[src/rtl/loop_step_sched.sv]
// Step sequencer for the x/y loop datapath: clear, strobe, guard/limit exit.
// Define LOOP_SCHED_SELHIST_EN to count steps issued with selector=1.
module loop_step_sched #(
  parameter int WIDTH = 8,
  parameter int ITER_W = 10,
  parameter logic [7:0] LFSR_SEED = 8'hA5
) (
  input  logic              clk,
  input  logic              rst,
  input  logic              start,
  input  logic              abort,
  input  logic [ITER_W-1:0] iter_max,
  input  logic [1:0]        sel_mode,
  input  logic [WIDTH-1:0]  guard_limit,
  input  logic [WIDTH-1:0]  x_in,
  input  logic [WIDTH-1:0]  y_in,
  output logic              dp_clear,
  output logic              dp_step,
  output logic              dp_selector,
  output logic              busy,
  output logic              done,
  output logic [1:0]        exit_cause,
  output logic [ITER_W-1:0] iter_count,
  output logic [WIDTH-1:0]  x_final,
  output logic [WIDTH-1:0]  y_final,
  output logic [ITER_W-1:0] sel1_count
);

  typedef enum logic [2:0] {
    IDLE, INIT, STEP, CHECK, DONE
  } state_t;

  localparam logic [1:0] C_LIMIT = 2'd1;
  localparam logic [1:0] C_GUARD = 2'd2;
  localparam logic [1:0] C_ABORT = 2'd3;

  // An all-zero LFSR would lock up, so a zero seed is forced to 1.
  localparam logic [7:0] SEED =
    (LFSR_SEED == 8'h00) ? 8'h01 : LFSR_SEED;

  state_t            state;
  logic [7:0]        lfsr;
  logic              phase;
  logic [ITER_W-1:0] iter_max_q;
  logic [1:0]        sel_mode_q;
  logic [WIDTH-1:0]  guard_q;

  logic              go_step;
  logic              go_done;
  logic [1:0]        cause_nxt;
  logic              sel_nxt;
  logic [7:0]        lfsr_nxt;

  assign lfsr_nxt = {lfsr[6:0],
                     lfsr[7] ^ lfsr[5] ^ lfsr[4] ^ lfsr[3]};

  always_comb begin
    sel_nxt = 1'b0;
    case (sel_mode_q)
      2'd0: sel_nxt = 1'b0;
      2'd1: sel_nxt = 1'b1;
      2'd2: sel_nxt = phase;
      default: sel_nxt = lfsr[0];
    endcase
  end

  // Exit priority: abort, then guard, then limit.
  always_comb begin
    go_step = 1'b0;
    go_done = 1'b0;
    cause_nxt = 2'd0;
    case (state)
      INIT: begin
        if (abort) begin
          go_done = 1'b1;
          cause_nxt = C_ABORT;
        end else if (iter_max_q == '0) begin
          go_done = 1'b1;
          cause_nxt = C_LIMIT;
        end else begin
          go_step = 1'b1;
        end
      end
      STEP: begin
        if (abort) begin
          go_done = 1'b1;
          cause_nxt = C_ABORT;
        end
      end
      CHECK: begin
        if (abort) begin
          go_done = 1'b1;
          cause_nxt = C_ABORT;
        end else if (x_in >= guard_q) begin
          go_done = 1'b1;
          cause_nxt = C_GUARD;
        end else if (iter_count == iter_max_q) begin
          go_done = 1'b1;
          cause_nxt = C_LIMIT;
        end else begin
          go_step = 1'b1;
        end
      end
      default: ;
    endcase
  end

`ifdef LOOP_SCHED_SELHIST_EN
  logic [ITER_W-1:0] sel_cnt;
  assign sel1_count = sel_cnt;
`else
  assign sel1_count = '0;
`endif

  always_ff @(posedge clk or negedge rst) begin
    if (!rst) begin
      state       <= IDLE;
      lfsr        <= SEED;
      phase       <= 1'b0;
      iter_max_q  <= '0;
      sel_mode_q  <= '0;
      guard_q     <= '0;
      dp_clear    <= 1'b0;
      dp_step     <= 1'b0;
      dp_selector <= 1'b0;
      busy        <= 1'b0;
      done        <= 1'b0;
      exit_cause  <= '0;
      iter_count  <= '0;
      x_final     <= '0;
      y_final     <= '0;
`ifdef LOOP_SCHED_SELHIST_EN
      sel_cnt     <= '0;
`endif
    end else begin
      dp_clear <= 1'b0;
      dp_step  <= 1'b0;
      done     <= 1'b0;
      if (go_step) begin
        state       <= STEP;
        dp_step     <= 1'b1;
        dp_selector <= sel_nxt;
        iter_count  <= iter_count + ITER_W'(1);
        phase       <= ~phase;
        lfsr        <= lfsr_nxt;
`ifdef LOOP_SCHED_SELHIST_EN
        if (sel_nxt) sel_cnt <= sel_cnt + ITER_W'(1);
`endif
      end else if (go_done) begin
        state      <= DONE;
        done       <= 1'b1;
        exit_cause <= cause_nxt;
        x_final    <= x_in;
        y_final    <= y_in;
      end else begin
        case (state)
          IDLE: begin
            if (start) begin
              state      <= INIT;
              iter_max_q <= iter_max;
              sel_mode_q <= sel_mode;
              guard_q    <= guard_limit;
              iter_count <= '0;
              exit_cause <= '0;
              dp_clear   <= 1'b1;
              busy       <= 1'b1;
              lfsr       <= SEED;
              phase      <= 1'b0;
`ifdef LOOP_SCHED_SELHIST_EN
              sel_cnt    <= '0;
`endif
            end
          end
          STEP: state <= CHECK;
          DONE: begin
            state <= IDLE;
            busy  <= 1'b0;
          end
          default: ;
        endcase
      end
    end
  end

endmodule

[config.mk]
export PLATFORM = sky130hd
export DESIGN_NAME = loop_step_sched
export DESIGN_NICKNAME = d
export VERILOG_FILES = /design/src/rtl/loop_step_sched.sv
export SDC_FILE = /design/constraint.sdc
export NUM_CORES = 1
export LEC_CHECK = 0
export CORE_ASPECT_RATIO = 0.6
export CORE_MARGIN = 2
export CORE_UTILIZATION = 46
export CTS_CLUSTER_DIAMETER = 50
export CTS_CLUSTER_SIZE = 10
export DETAILED_ROUTE_END_ITERATION = 8
export HOLD_SLACK_MARGIN = 0.1
export PLACE_DENSITY = 0.76
export SLEW_MARGIN = 20
export SYNTH_ARGS = -nofsm -noshare
export SYNTH_HDL_FRONTEND = slang
export SYNTH_SLANG_ARGS = --single-unit
[constraint.sdc]
create_clock -name clk -period 2.6 [get_ports clk]
set_input_delay 0.26 -clock clk [delete_from_list [all_inputs] [get_ports clk]]
set_output_delay 0.26 -clock clk [all_outputs]
set_load 0.01 [all_outputs]
# Yosys cells after proc, flatten, opt, wreduce, memory -nomap -nowiden
# Cells that the tools add are included.
dict set report word_totals {
  reg_bits 65
  latchBits 0
  ram_bits 0
  romBits 0
  inputBits 40
  out_inout_bits 43
  wordCells 97
  n_memories 0
}
dict set report classes {
  n_addsub 1
  multipliers 0
  div_mod_pow 0
  n_lt_le_gt_ge 1
  eq_ne 10
  n_shift 0
  mux 49
  n_bitwise 6
  reduce_logical 15
}
# operator n
set ops {}
lappend ops {{$mux 10} 4}
lappend ops {{$mux 8} 4}
lappend ops {{$mux 1} 25}
lappend ops {{$mux 2} 7}
lappend ops {{$add 10x1->10 const B} 1}
lappend ops {{$eq 10x10->1} 1}
lappend ops {{$logic_not 10->1} 1}
lappend ops {{$reduce_bool 2->1} 5}
lappend ops {{$mux 3} 3}
lappend ops {{$pmux 3 s3} 1}
lappend ops {{$ge 8x8->1} 1}
lappend ops {{$reduce_and 4->1} 2}
lappend ops {{$eq 3x2->1 const B} 2}
lappend ops {{$pmux 1 s3} 2}
lappend ops {{$pmux 2 s3} 1}
lappend ops {{$reduce_and 3->1} 2}
lappend ops {{$reduce_bool 5->1} 1}
lappend ops {{$ne 2x2->1 const B} 2}
lappend ops {{$ne 4x4->1 const B} 1}
lappend ops {{$pmux 1 s2} 2}
lappend ops {{$reduce_and 2->1} 2}
lappend ops {{$eq 3x1->1 const B} 1}
lappend ops {{$eq 3x3->1 const B} 1}
lappend ops {{$logic_not 3->1} 1}
lappend ops {{other kinds (5)} 9}

# Logic depth before layout (Yosys ltp)
# Gate-level depths: netlist of run 1.
dict set report depth {
  ltp_word 7
  mapped_depth 10
}

# Worst setup path before layout of run 1
# Ideal clock, no wire load.
dict set report synth_timing {
  kind {flip-flop to flip-flop}
  from {register guard_q[1]}
  to {register x_final[1]}
  t_arrival_ns 2.084
  path_slack_ns 0.391
  path_stages_with_launch 10
  synth_period_minus_slack_ns 2.209
  cell_sequence {dfrtp_1 -> inv_1 -> ha_1 -> or4_1 -> a21oi_2 -> o31ai_2 -> o31ai_4 -> o21ai_4 -> buf_6 -> mux2_4}
}
dict set report synth_via {
  elab_chain_cells 6
  word_cells_on_any_way 9
}
# item line
set synth_rtl {}
lappend synth_rtl {{start: declaration} 46} ;# logic [WIDTH-1:0] guard_q;
lappend synth_rtl {{start signal: assignment} 162} ;# guard_q <= guard_limit;
lappend synth_rtl {{$ge 8x8->1 *} 94} ;# end else if (x_in >= guard_q) begin
lappend synth_rtl {{$mux 1} 94}
lappend synth_rtl {{$mux 1} 91} ;# if (abort) begin
lappend synth_rtl {{$pmux 1 s2} 72} ;# case (state)
lappend synth_rtl {{$not 1->1 (no line)} --}
lappend synth_rtl {{$reduce_and 2->1 (no line) *} --}
lappend synth_rtl {{end signal: assignment} 153} ;# x_final <= x_in;
lappend synth_rtl {{end: declaration} 24} ;# output logic [WIDTH-1:0] x_final,
# Every way passes the cells marked *; elsewhere a longest branch is shown, timed or not.
# A chain may end at the register's enable or synchronous reset.

# Worst setup path after layout of run 1
dict set report layout_timing {
  from {input port x_in[2]}
  to {register x_final[3]}
}
dict set report layout_via {
  elab_chain_cells 6
  word_cells_on_any_way 9
}
# item line
set layout_rtl {}
lappend layout_rtl {{start: declaration} 15} ;# input logic [WIDTH-1:0] x_in,
lappend layout_rtl {{$ge 8x8->1 *} 94}
lappend layout_rtl {{$mux 1} 94}
lappend layout_rtl {{$mux 1} 91}
lappend layout_rtl {{$pmux 1 s2} 72}
lappend layout_rtl {{$not 1->1 (no line)} --}
lappend layout_rtl {{$reduce_and 2->1 (no line) *} --}
# Marks and branches as above.

==> impl_metrics.toml, run 1 <==
[outcome]
status = "finished, final reports clean"

[cells_and_area]
utilization_pct = 64.9
antennaDiodeCount = 0
seqCellArea_sq_mm = 0.00163
stdcell_area_sq_mm = 0.00435
syn_to_final_growth_pct = 35.5
multi_input_area_sq_mm = 0.00142
finalNonFillerCells = 488
nets = 445
fillers = 541
layout-drive-gt1-share_pct = 14.7

[timing]
final_max_slew_viol_count = 0
max_freq_ghz = 0.412
tightest_slew_ns = 0.825
rsz0062_at_grt = "no"
fin_crit_sh_pct = 93.4
setup-violations-final = 0
hold_viol = 0
slew_headroom_pct = 45.0
fin_skew_ns = 0.00485
setup_ws_ns = 0.171
finalCriticalPeriod_ns = 2.43

[worst_setup_path]
worstPathArrival_ns = 2.64
cp-start-kind = "input pin"
worstSetupEndpointType = "flip-flop"
worstPathCellList = "clkdlybuf4s50_1 -> ha_1 -> or3_1 -> a21oi_1 -> buf_4 -> o31ai_2 -> o31ai_4 -> o21ai_4 -> mux2_4"
cp_data_required_time_ns = 2.82
slowest_delay_ns = 0.44
cp_max_fo = 18
cp_slowest_cell = "clkdlybuf4s50_1"
critPathKind = "input pin to flip-flop"

[clock_tree]
clock_path_buffers = 2
clock_tree.htree_level_count = 3
clk_latency_ns = 0.33
cts_buffers = 9
clock_sinks = 65
post_cts_buffers = 0
path_clk_slew_ns = 0.06
cts-root-buf = "clkbuf_16"
cts-resized-gates = 0
tritoncts = "done"
cts_hold_buf = 0

[placement]
dpl.hpwl_microns = 5030
pre_cts_ws_ns = -0.171
place.gp.congestion = 0.849
place_area_sq_mm = 0.00402
dpl.cell_count = 472
port-buffer-count = 72

[floorplanning]
fp.dieW_microns = 112
std_cell_rows = 23
pin_count = 83
die-area_sq_mm = 0.00768
start_util_pct = 47.9
core-area_sq_mm = 0.00671
die_h_microns = 68.7

[grt]
grt_pass1_vias = 2424
track_usage_pct = 19.9
antenna_found_initial = 0
grt_pass1_wl_microns = 11800
grt_max_degree = 66
overflow = 0

[yosys]
ys_seq_area_share_pct = 50.8
synth_cell_types = 46
dominantRegCellSynth = "dfrtp_1"
ys_warn_count = 0
async_reset_ff_share_pct = 100
synthTopCellsByArea = "dfrtp_1 (48%), nand2_1 (8.1%), mux2_2 (4.6%)"
syn_area_sq_mm = 0.00321
syn_avg_cell_area_sq_um = 10.2
post-synth-top-count-cell = "nand2_1"
synth_top_area_share_pct = 47.6
synth_edf_count = 0
yosys.area.top_type = "dfrtp_1"
synthCells = 315
synthTopCellsByCount = "nand2_1 (69), dfrtp_1 (61), o21ai_0 (19), inv_1 (14), mux2_2 (13)"
ys_seq_elements = 65

[route]
firstDrtPassIters = 4
drc = 0
ant_nets = 0
drt-initial-drc-count = 105
vias_per_cell = 5.09
wl_per_cell_microns = 14.7
num_vias = 2483
wl_microns = 7170

[power]
p_per_area_mw_per_mm2 = 560
peakVddDrop_mv = 0.408
power_leakage_nw = 2.10

[min_path]
hp-class = "input pin to asynchronous set/reset pin"

[job]
maxCapViolations = 0
## worst paths after layout
path | start | to | slack (ns) | cells after the start
setup / recovery | x_in[2] | x_final[3] | 0.17 | 9
hold / removal | rst | y_final[6] | 0.09 | 2
setup reg to reg | guard_q[2] | x_final[3] | 0.18 | 9
hold reg to reg | guard_q[0] | guard_q[0] | 0.49 | 2
max in group asynchronous | rst | exit_cause[1] | 1.95 | 2
min in group clk | sel_mode[1] | sel_mode_q[1] | 0.45 | 3
## cell type report
type	count	area share [%]
Clock inverter	6	2.10
Inverter	15	1.29
Tap cell	87	2.50
Timing Repair Buffer	84	18.5
Clock buffer	10	5.49
Sequential cell	65	37.5
Multi-Input combinational cell	221	32.6
## routing by layer
layer,global-route usage (%),vias to the layer above,wire length [microns]
li1,-,1212,-
met1,25.5,1196,3460
met2,31.9,68,3240
met3,6.99,7,418
met4,6.94,0,51
met5,0,-,0
## logic make-up (layout without fill, tap and decap cells)
group | count (synthesis) | after routing | synth area share (%)
other | 1 | 10 | 0.117
adder cells (fa/ha/maj) | 9 | 9 | 3.51
XOR/XNOR | 15 | 15 | 4.09
buffers and inverters | 38 | 115 | 6.08
AO/OA/AOI/OAI | 49 | 49 | 10.5
flip-flops | 65 | 65 | 50.8
multiplexers | 23 | 23 | 8.77
AND/OR/NAND/NOR | 115 | 115 | 16.1
## power by group
part | leakage, nW | switching [mW] | total [mW] | internal (mW)
logic | 1.11 | 0.0463 | 0.106 | 0.0595
clock network | 0.151 | 0.450 | 1.32 | 0.866
registers | 0.834 | 0.000422 | 1.01 | 1.01
total | 2.10 | 0.496 | 2.44 | 1.94
## state kept, by name, summed over array words and instances (netlist names)
| register | flops |
|---|---|
| dp_step | 1 |
| dp_clear | 1 |
| phase | 1 |
| guard_q | 8 |
| busy | 1 |
| exit_cause | 2 |
| x_final | 8 |
| y_final | 8 |
| state | 3 |
| dp_selector | 1 |
| done | 1 |
| sel_mode_q | 2 |
| lfsr | 8 |
| iter_max_q | 10 |
| iter_count | 10 |
## critical path: cells and delay by family
family | cells | cell delay (ns)
AO/OA/AOI/OAI | 4 | 0.78
multiplexers | 1 | 0.36
adder cells (fa/ha/maj) | 1 | 0.30
buffers and inverters | 2 | 0.59
AND/OR/NAND/NOR | 1 | 0.35
## stage by stage
step	TNS, ns	power (mW)	hold slack (ns)
5_1_grt	0	2.52	0.199
3_3_place_gp	-1.83	1.14	0.461
3_5_place_dp	-3.42	1.14	0.480
6_report	0	2.44	0.0947
4_1_cts	0	2.46	0.136
2_1_floorplan	0	1.06	-0.0356
## cells in the final DEF, fill, tap and decap left out, drive strengths merged, types with 5 or more instances in the layout
cell type | netlist | final
clkdlybuf4s50 | 0 | 71
mux2 | 20 | 20
a21oi | 12 | 12
nor3 | 5 | 5
o21ai | 20 | 20
ha | 9 | 9
buf | 16 | 13
conb | 1 | 10
xnor2 | 6 | 6
xor2 | 9 | 9
nand2 | 69 | 69
nor2 | 12 | 12
inv | 14 | 14
nand4 | 5 | 5
dfrtp | 61 | 61
clkbuf | 7 | 10
(Power assumes the default switching activity.)
==> inputs of run 2 (changes only) <==
Settings changed: CORE_UTILIZATION 46 to 40, PLACE_DENSITY 0.76 to 0.68, SLEW_MARGIN 20 to not set.
==> run 2 against run 1 <==
Maximum frequency is 2.2% lower. Total power is 8.7% lower. Non-clock buffer count is 5 higher. Sequential power hardly changed. Die area is 14% higher. Critical path type unchanged. Critical endpoint is now x_final[2]. Highest routed layer unchanged.
==> impl_metrics.toml, run 2 (synthesis results as in run 1) <==
[cells_and_area]
reg_top3 = "iter_count: 10 flops, iter_max_q: 10 flops"
stdcell_area_sq_mm = 0.00437
layout-drive-gt1-share_pct = 14.3
final_common_cell = "clkdlybuf4s50_1"
syn_to_final_growth_pct = 36.1
layout_common_cells = "clkdlybuf4s50_1 (71), nand2_1 (69), dfrtp_1 (61), o21ai_0 (19), buf_4 (15)"
finalNonFillerCells = 514
antennaDiodeCount = 0
nets = 450

[timing]
final_max_slew_viol_count = 0
max_freq_ghz = 0.403
tightest_slew_ns = 0.730
finalCriticalPeriod_ns = 2.48
setup-violations-final = 0
slew_headroom_pct = 51.2
rsz0062_at_grt = "no"
hold_viol = 0
fin_skew_ns = 0.00742
fin_crit_sh_pct = 95.5

[route]
vias_per_cell = 4.91
wl_per_cell_microns = 14.0
firstDrtPassIters = 6
num_vias = 2525
ant_nets = 0
drc = 0
drt-initial-drc-count = 111
wl_microns = 7190

[worst_setup_path]
cp_data_required_time_ns = 2.81
r2r-start = "guard_q[1]"
critPathKind = "input pin to flip-flop"
path_buf_inv = 2
r2r_slack_ns = 0.14
cp_slowest_cell = "or4_1"
cp-start-kind = "input pin"
r2r_cells = 9
slowest_delay_ns = 0.56
worstPathCellList = "clkdlybuf4s50_1 -> ha_1 -> or4_1 -> a21oi_2 -> buf_4 -> o31ai_2 -> o31ai_4 -> o21ai_4 -> mux2_4"
r2r-end = "x_final[2]"
cp_max_fo = 19
worstSetupEndpointType = "flip-flop"
worstPathArrival_ns = 2.69
crit_family = "compound AO/OA/AOI/OAI gates"

[placement]
place.gp.congestion = 0.805
dpl.hpwl_microns = 5310
port-buffer-count = 72
dpl.cell_count = 497
place_area_sq_mm = 0.00409

[clock_tree]
clk_latency_ns = 0.33
cts_hold_buf = 1
cts-resized-gates = 0
cts-root-buf = "clkbuf_16"
tritoncts = "done"
clock_sinks = 65
path_clk_slew_ns = 0.05
post_cts_buffers = 0
clock_tree.htree_level_count = 3
cts_buffers = 9
clock_path_buffers = 2

[floorplanning]
pin_count = 83
die_h_microns = 73.4
fp.dieW_microns = 120
start_util_pct = 41.0
core-area_sq_mm = 0.00782
die-area_sq_mm = 0.00878
std_cell_rows = 25

[grt]
grt_max_degree = 37
track_usage_pct = 18.1
overflow = 0
grt_pass1_vias = 2412
antenna_found_initial = 0
grt_pass1_wl_microns = 12000

[power]
power_leakage_nw = 2.11
peakVddDrop_mv = 0.264
p_total_mw = 2.22
p_per_area_mw_per_mm2 = 509

[job]
maxCapViolations = 0

[min_path]
min_from = "sel_mode[1]"
holdPathStages = 3
hold-path-endpoint = "sel_mode_q[1]"
hp-class = "input pin to flip-flop"

[outcome]
status = "finished, final reports clean"
[run 2: layout make-up]
cell class                      instances  area [sq um]
Multi-Input combinational cell        221          1420
Clock buffer                           16           272
Tap cell                              108           135
Sequential cell                        65          1630
Timing Repair Buffer                   89           858
Fill cell                             698          3450
Inverter                               15          56.3
[run 2: worst max path at each step]
stage                     cells after the start        from  slack (ns)          to
after floorplan                               9  guard_q[1]        0.39  x_final[1]
after global placement                        9     x_in[1]       -0.13  x_final[6]
after detailed placement                      9     x_in[2]       -0.23  x_final[3]
after CTS                                     9  guard_q[1]        0.12  x_final[3]
after global routing                          9  guard_q[3]       0.009  x_final[1]
final                                         9     x_in[1]        0.12  x_final[2]
[run 2: power by group]
| part | switching (mW) | leakage, nW | internal (mW) |
|---|---|---|---|
| Clock | 0.399 | 0.131 | 0.698 |
| Sequential | 0.000476 | 0.834 | 1.01 |
| Combinational | 0.0470 | 1.14 | 0.0644 |
| Total | 0.447 | 2.11 | 1.78 |
[run 2: routing by layer]
metal | vias to the layer above | GRT usage (%) | routed length, microns
li1 | 1222 | - | -
met1 | 1215 | 24.4 | 3510
met2 | 76 | 26.5 | 3120
met3 | 12 | 6.91 | 467
met4 | 0 | 6.93 | 95
met5 | - | 0 | 0
[run 2: through the flow]
step                util, %  hold WS, ns  setup TNS, ns  worst slack (ns)
detailed placement     52.3        0.352          -4.96            -0.226
global placement       52.3        0.343          -2.70            -0.129
finish                 55.9        0.468              0             0.117
CTS                    55.9        0.461              0             0.115
floorplan                 -      -0.0356              0             0.391
global route           55.9        0.464              0           0.00895
[run 2: worst min-delay path, cell delays in order]
cell	delay [ns]
clkdlybuf4s50_1	0.39
nand2_1	0.06
nand2_1	0.04
==> inputs of run 3 (changes only) <==
Settings changed: CORE_MARGIN 2 to 4, SETUP_SLACK_MARGIN set to 0.1, SLEW_MARGIN set to 20.
==> run 3 against run 2 <==
First-iteration DRC count is 26% higher. Non-clock buffer count down 3. Routed wire length up 4.8%. Flip-flop and latch count stayed put. Register-to-register slack better by 0.10 ns.
==> impl_metrics.toml, run 3 (synthesis results as in run 1) <==
[timing]
hold_viol = 0
finalCriticalPeriod_ns = 2.37
final_max_slew_viol_count = 0
setup_tns_ns = 0
slew_headroom_pct = 54.3
setup-violations-final = 0
max_freq_ghz = 0.421
rsz0062_at_grt = "no"
fin_skew_ns = 0.00523
tightest_slew_ns = 0.686
fin_crit_sh_pct = 91.3

[clock_tree]
clock_path_buffers = 2
clock_sinks = 65
tritoncts = "done"
cts_buffers = 9
clk_latency_ns = 0.33
clock_tree.htree_level_count = 3
path_clk_slew_ns = 0.05
cts-root-buf = "clkbuf_16"

[floorplanning]
pin_count = 83
std_cell_rows = 24
fp.dieW_microns = 124
die-area_sq_mm = 0.00957
die_h_microns = 77.4
core-area_sq_mm = 0.00754
start_util_pct = 42.6

[worst_setup_path]
worstPathArrival_ns = 2.58
cp_max_fo = 5
critPathKind = "input pin to flip-flop"
cp_data_required_time_ns = 2.81
cp-start-kind = "input pin"
worstSetupEndpointType = "flip-flop"

[cells_and_area]
nets = 447
final_common_cell = "clkdlybuf4s50_1"
reg_top3 = "iter_count: 10 flops, iter_max_q: 10 flops"
layout-drive-gt1-share_pct = 14.6
layout_common_cells = "clkdlybuf4s50_1 (71), nand2_1 (69), dfrtp_1 (61), o21ai_0 (19), inv_1 (14)"
stdcell_area_sq_mm = 0.00438
utilization_pct = 58.2
syn_to_final_growth_pct = 36.6
fillers = 671
antennaDiodeCount = 0

[placement]
port-buffer-count = 72
place_area_sq_mm = 0.00405
dpl.hpwl_microns = 5410
place.gp.congestion = 0.787

[job]
maxCapViolations = 0

[power]
peakVddDrop_mv = 0.324
p_per_area_mw_per_mm2 = 530
power_leakage_nw = 2.11

[route]
wl_per_cell_microns = 14.9
drc = 0
ant_nets = 0
drt-initial-drc-count = 140
vias_per_cell = 4.92
met2_length_microns = 3170
maxUsedRoutingLayer = "met4"
wl_microns = 7540
num_vias = 2494
met3_length_microns = 489
wl_met1_microns = 3780
firstDrtPassIters = 4

[grt]
grt_max_degree = 38
track_usage_pct = 16.4
grt_pass1_vias = 2514
grt_pass1_wl_microns = 12200
antenna_found_initial = 0
overflow = 0

[outcome]
status = "finished, final reports clean"

[min_path]
hp-class = "input pin to flip-flop"
## run 3: layout make-up
class / instances / area (sq um) / share of cell area (%)
clock buffer: 11 / 243 / 5.54
sequential: 65 / 1630 / 37.2
clock inverter: 5 / 55.1 / 1.26
tap: 104 / 130 / 2.97
multi-input combinational: 221 / 1420 / 32.3
inverter: 15 / 56.3 / 1.28
timing repair buffer: 86 / 852 / 19.4
## run 3: per-stage QoR
| step | hold slack [ns] | power (mW) | setup slack, ns | std cells |
|---|---|---|---|---|
| after floorplan | -0.0356 | 1.06 | 0.391 | 324 |
| after global placement | 0.327 | 1.14 | -0.0645 | 488 |
| after detailed placement | 0.346 | 1.14 | -0.138 | 488 |
| after CTS | 0.454 | 2.35 | 0.203 | 505 |
| after global routing | 0.474 | 2.40 | 0.109 | 507 |
| final | 0.462 | 2.32 | 0.227 | 507 |
## run 3: power breakdown
part | switching [mW] | internal, mW | leakage (nW)
Sequential | 0.000607 | 1.01 | 0.834
Clock | 0.436 | 0.764 | 0.142
Combinational | 0.0476 | 0.0621 | 1.13
Total | 0.484 | 1.84 | 2.10
## run 3: worst max-delay path, cell delays in order
cell             delay (ns)
clkdlybuf4s50_1        0.44
ha_1                   0.31
or3_1                  0.36
a21oi_1                0.22
nor3_1                 0.13
o31ai_4                0.36
nor2_1                 0.18
a211o_1                0.32
## run 3: final timing paths
path,from,end,slack (ns),cells past startpoint
min in group asynchronous,rst,y_final[7],0.51,2
max,x_in[2],iter_count[7],0.23,8
min,sel_mode[1],sel_mode_q[1],0.46,3
max reg2reg,guard_q[2],iter_count[7],0.24,8
min reg2reg,guard_q[0],guard_q[0],0.48,2
max in group asynchronous,rst,lfsr[2],1.39,3
## run 3: metal layers
layer / up-vias / GRT usage, %
met2: 92 / 23.2
met1: 1177 / 23.6
li1: 1216 / -
met4: 0 / 5.64
met3: 9 / 5.38
met5: - / 0
## run 3: timing repair
action | CTS | global route
setup endpoints to repair | 0 | 15
hold endpoints to repair | 28 | 0
buffers inserted | 0 | 2
resized for setup | 0 | 1
hold buffers | 1 | 0
